===== src/rtl/respondedor_bus.sv =====
// Bus responder: latches a strobed command, inserts LATENCIA wait states, then
// reads or writes a small RAM or an 8-register port bank and acknowledges once.
module respondedor_bus #(
   parameter int         LATENCIA     = 2,
   parameter int         TAM_RAM      = 32,
   parameter logic [7:0] BASE_PUERTOS = 8'hF8
) (
   input  logic        CLK,
   input  logic        RST_N,
   input  logic        STB,
   input  logic [2:0]  SELEC,
   input  logic [7:0]  DIR_IN,
   input  logic [7:0]  DATO_IN,
   output logic        ACK,
   output logic        ERR,
   output logic [7:0]  DATO_LEIDO,
   output logic        OCUPADO,
   output logic [63:0] PUERTOS,
   output logic [2:0]  estado
);

   localparam int         AW      = (TAM_RAM > 1) ? $clog2(TAM_RAM) : 1;
   localparam logic [3:0] CNT_INI = (LATENCIA > 0) ? 4'(LATENCIA - 1) : 4'd0;
   localparam logic [8:0] LIM_RAM = 9'(TAM_RAM);

   typedef enum logic [2:0] {
      REPOSO = 3'd0,
      ESPERA = 3'd1,
      ACCESO = 3'd2,
      FIN    = 3'd3,
      LIBERA = 3'd4
   } estado_t;

   estado_t    est_q, est_d;
   logic [3:0] cnt_q;
   logic [2:0] sel_q;
   logic [7:0] dir_q;
   logic [7:0] dato_q;
   logic       err_q;
   logic [7:0] leido_q;
   logic [7:0] puertos_q [8];
   logic [7:0] ram [TAM_RAM];

   logic sel_ok, es_lect, es_escr, es_ram, es_puerto;

   always_comb begin
      sel_ok    = (SELEC == 3'b011) || (SELEC == 3'b101) || (SELEC == 3'b110);
      es_lect   = (sel_q == 3'b011);
      es_escr   = (sel_q == 3'b101) || (sel_q == 3'b110);
      es_ram    = ({1'b0, dir_q} < LIM_RAM);
      es_puerto = (dir_q[7:3] == BASE_PUERTOS[7:3]);
   end

   always_ff @(posedge CLK or negedge RST_N) begin
      if (!RST_N) est_q <= REPOSO;
      else        est_q <= est_d;
   end

   always_comb begin
      est_d = est_q;
      case (est_q)
         REPOSO: begin
            if (STB) begin
               if (!sel_ok)           est_d = FIN;
               else if (LATENCIA == 0) est_d = ACCESO;
               else                   est_d = ESPERA;
            end
         end
         ESPERA:  if (cnt_q == 4'd0) est_d = ACCESO;
         ACCESO:  est_d = FIN;
         FIN:     est_d = STB ? LIBERA : REPOSO;
         LIBERA:  if (!STB) est_d = REPOSO;
         default: est_d = REPOSO;
      endcase
   end

   // Command capture, wait counter, error flag, read data and port bank.
   always_ff @(posedge CLK or negedge RST_N) begin
      if (!RST_N) begin
         cnt_q   <= 4'd0;
         sel_q   <= 3'd0;
         dir_q   <= 8'd0;
         dato_q  <= 8'd0;
         err_q   <= 1'b0;
         leido_q <= 8'd0;
         for (int i = 0; i < 8; i++) puertos_q[i] <= 8'd0;
      end else begin
         case (est_q)
            REPOSO: begin
               if (STB) begin
                  sel_q  <= SELEC;
                  dir_q  <= DIR_IN;
                  dato_q <= DATO_IN;
                  err_q  <= !sel_ok;
                  cnt_q  <= CNT_INI;
               end
            end
            ESPERA: begin
               if (cnt_q != 4'd0) cnt_q <= cnt_q - 4'd1;
            end
            ACCESO: begin
               err_q <= !(es_ram || es_puerto);
               if (es_lect) begin
                  if (es_ram)         leido_q <= ram[dir_q[AW-1:0]];
                  else if (es_puerto) leido_q <= puertos_q[dir_q[2:0]];
               end else if (es_escr && !es_ram && es_puerto) begin
                  puertos_q[dir_q[2:0]] <= dato_q;
               end
            end
            default: ;
         endcase
      end
   end

   // RAM has no reset; a reset before the ACCESO edge leaves the FSM out of ACCESO.
   always_ff @(posedge CLK) begin
      if (est_q == ACCESO && es_escr && es_ram) ram[dir_q[AW-1:0]] <= dato_q;
   end

   assign ACK        = (est_q == FIN);
   assign ERR        = (est_q == FIN) && err_q;
   assign OCUPADO    = (est_q != REPOSO);
   assign DATO_LEIDO = leido_q;
   assign estado     = est_q;

   for (genvar n = 0; n < 8; n++) begin : g_puertos
      assign PUERTOS[8*n +: 8] = puertos_q[n];
   end

endmodule


===== config.mk =====
export PLATFORM = sky130hd
export DESIGN_NAME = respondedor_bus
export DESIGN_NICKNAME = d
export VERILOG_FILES = /design/src/rtl/respondedor_bus.sv
export SDC_FILE = /design/constraint.sdc
export NUM_CORES = 1
export LEC_CHECK = 0
export ABC_AREA = 1
export CAP_MARGIN = 20
export CORE_UTILIZATION = 61
export CTS_BUF_LIST = sky130_fd_sc_hd__clkbuf_8
export CTS_CLUSTER_SIZE = 28
export DETAILED_ROUTE_END_ITERATION = 16
export GPL_TIMING_DRIVEN = 0
export HOLD_SLACK_MARGIN = 0.12
export PLACE_DENSITY = 0.82
export SYNTH_ARGS = -nofsm -noshare
export SYNTH_HDL_FRONTEND = slang
export SYNTH_SLANG_ARGS = --single-unit

===== constraint.sdc =====
create_clock -name CLK -period 2.85 [get_ports CLK]
set_input_delay 0.7125 -clock CLK [delete_from_list [all_inputs] [get_ports CLK]]
set_output_delay 0.7125 -clock CLK [all_outputs]
set_load 0.01 [all_outputs]

==> reports/qor.txt <==
Initial Util: 62.09%
HP Class: reg2reg
layout cells sized above 1: 9.655%
final WL: 42.66 mm
Vias: 11,510
pin count of the biggest net entering global routing: 58
Worst R2R Path Depth: 7
clock transition at the registers of the reported paths: 60 ps
gpl congestion: 0.9882
fin crit period: 2888 ps
skew final: 27.36 ps
register area share after synthesis: 69.75%
Num CTS Buffers: 55
placed cell count: 1,779
Final setup viols: 10
area grow syn2layout: 18.14%
clock root cell: clkbuf_8
Worst slew margin: 24.23%
Synth Instances: 1,360
crit-path most repeated cell: nor2_1
VDD IR max: 0.5713 mV
CP arrival: 3100 ps
worst-path fanout max: 8
Total Nets Final: 1,548
Avg Vias per Cell: 6.114
critical-path cell list: nor2_1, inv_1, nor2_1, inv_1, nor3_2, nand2_1, nor2_1
reg-to-reg endpoint: ram[25][6]
Slowest-stage cell, CP: nor2_1
Synth area leader: edfxtp_1
Critical Path Max Stage Delay: 770 ps
Clk Latency, worst-skew pair: 590 ps
pre-CTS WS: -491.0 ps
Final Cycle Share: 101.3%
global-route wire length before repair: 62.91 mm
fmax: 346.3 MHz
clock buffer depth: 3
leakage: 6.768 nW
chip width: 156.6 um
GR Overflow Total: 0
Synth top area share: 52.75%
First-pass DRT Iterations: 6
DR DRC count: 0
PD cells: 935.0 nW/um2
Setup Crit Path Kind: reg2reg
final worst slack: -37.55 ps
CP required: 3070 ps
initial antenna violation count: 0
Syn Nets: 1,384
CP startpoint kind: flop
Slew @ Worst Pin: 1137 ps
WL per Instance: 22.65 um
flops & latches, synth: 355
vias in the first global route: 10,740
htree depth: 2
RSZ-0062 raised after global routing: true
Worst R2R Setup Slack: -40 ps
main area contributors after synthesis: edfxtp_1 (53%), dfrtp_1 (17%), nand2_1 (12%)
Total GRT Usage: 35.59%
Yosys cell types: 26
final std cells w/o fill: 1,883
diode count: 0
CTS tree: built
number of DRC markers in iteration 0: 2,014
FF-to-FF Start: estado[0]
final core utilization: 73.35%
Core Area: 23,470 um2
HP Start: dir_q[7]
buffers added on ports: 99
dpl hpwl: 28.41 mm
final antenna-violating net count: 0
I/O Pins: 100
overall die height: 156.6 um
Final Hold Violating Endpoints: 0
Hold Path End: dir_q[7]
setup TNS: -285.8 ps
max cap viols: 0
synthesis warning total: 0
clk sinks: 355
Hold Crit Depth: 2
Synth Cell Area: 14,570 um2
num rows: 56
Slew Limit Fails: 0
status: finished with violations
die area: 24,510 um2
failing checks: setup timing
mean post-synth cell area: 10.72 um2
Crit. End Element: flop
-- layout make-up --
| cell class | instances | area [um2] |
|---|---|---|
| Buffer | 64 | 340.3 |
| Fill cell | 1553 | 6255 |
| Sequential cell | 355 | 10160 |
| Clock inverter | 40 | 178.9 |
| Tap cell | 319 | 399.1 |
| Multi-Input combinational cell | 870 | 3913 |
| Inverter | 71 | 266.5 |
| Timing Repair Buffer | 107 | 1171 |
| Clock buffer | 57 | 784.5 |
-- registers in the layout, summed over array words and instances, names as in the netlist --
signal / count
ram: 256
sel_q: 3
err_q: 1
PUERTOS: 64
DATO_LEIDO: 8
dir_q: 8
estado: 3
cnt_q: 4
dato_q: 8
-- worst max-delay path by stage --
stage / from / depth (start not counted) / endpoint / slack (ps)
after floorplan: estado[0] / 7 / ram[0][0] / 630
after global placement: RST_N / 1 / cnt_q[0] / -2450
after detailed placement: estado[2] / 7 / ram[18][2] / -490
after CTS: estado[2] / 7 / ram[16][1] / 10
after global routing: estado[2] / 7 / ram[1][0] / -180
final: estado[0] / 7 / ram[25][6] / -40
-- placed cells by master (no fill, tap or decap), drive strengths merged, types with 2 or more instances in the layout --
cell	count
o21bai	3
nand3	89
o21ai	93
clkbuf	75
xor2	2
inv	94
ha	2
nand2	477
nand4	39
or2	4
a22oi	14
buf	54
dfrtp	99
clkinv	16
clkdlybuf4s50	98
nor2	83
a21oi	58
edfxtp	256
-- Yosys cell counts, drive strengths merged --
cell and n:
o21bai 3, ha 2, nand3 89, nor4 1, buf 48, o2111ai 1, dfrtp 99, nor3b 1
a21oi 58, edfxtp 256, nand2 477, o21ai 93, nor3 1, or2 4, clkbuf 16, xor2 2
nor2 83, inv 71, a22oi 14, nand3b 1, o21a 1, nand4 39
-- timing repair --
item                                    in CTS  in global routing
setup buffers                                0                  0
endpoints found under the hold margin       42                  0
resized for setup                           14                 26
hold buffers                                 1                  0
endpoints found under the setup margin     256                175
-- stage by stage --
step,hold slack [ps],power [mW],cell area [um2]
6_report,502.9,16.10,17220
5_1_grt,542.8,16.68,17220
4_1_cts,503.7,15.57,17000
3_5_place_dp,487.2,11.86,15990
3_3_place_gp,492.7,11.70,15960
2_1_floorplan,416.9,9.615,14570
-- report_power, final --
part	internal (mW)	leakage, nW	switching, mW	total (mW)
registers	6.32	3.65	0.411	6.73
clock network	1.86	0.571	1.92	3.78
logic	1.50	2.54	4.08	5.58
-- routing by layer --
metal	GRT usage (%)	share of wire [%]
met2	53.02	45
met1	47.76	36
met4	19.93	5.7
met5	0	0
met3	9.610	13
-- critical path, delay by kind of cell (launching register included) --
family / cells / cell delay [ps]
AND/OR/NAND/NOR: 5 / 1890
flip-flops: 1 / 420
buffers and inverters: 2 / 210
-- cell families (layout without fill, tap and decap cells) --
logic type	count (synthesis)	after routing	share of synthesized area [%]
adder cells (fa/ha/maj)	2	2	0.1717
AO/OA/AOI/OAI	170	170	6.173
buffers and inverters	135	339	4.147
AND/OR/NAND/NOR	696	696	19.64
flip-flops	355	355	69.75
XOR/XNOR	2	2	0.1202
Note: power is estimated with default switching activity, not from simulation.
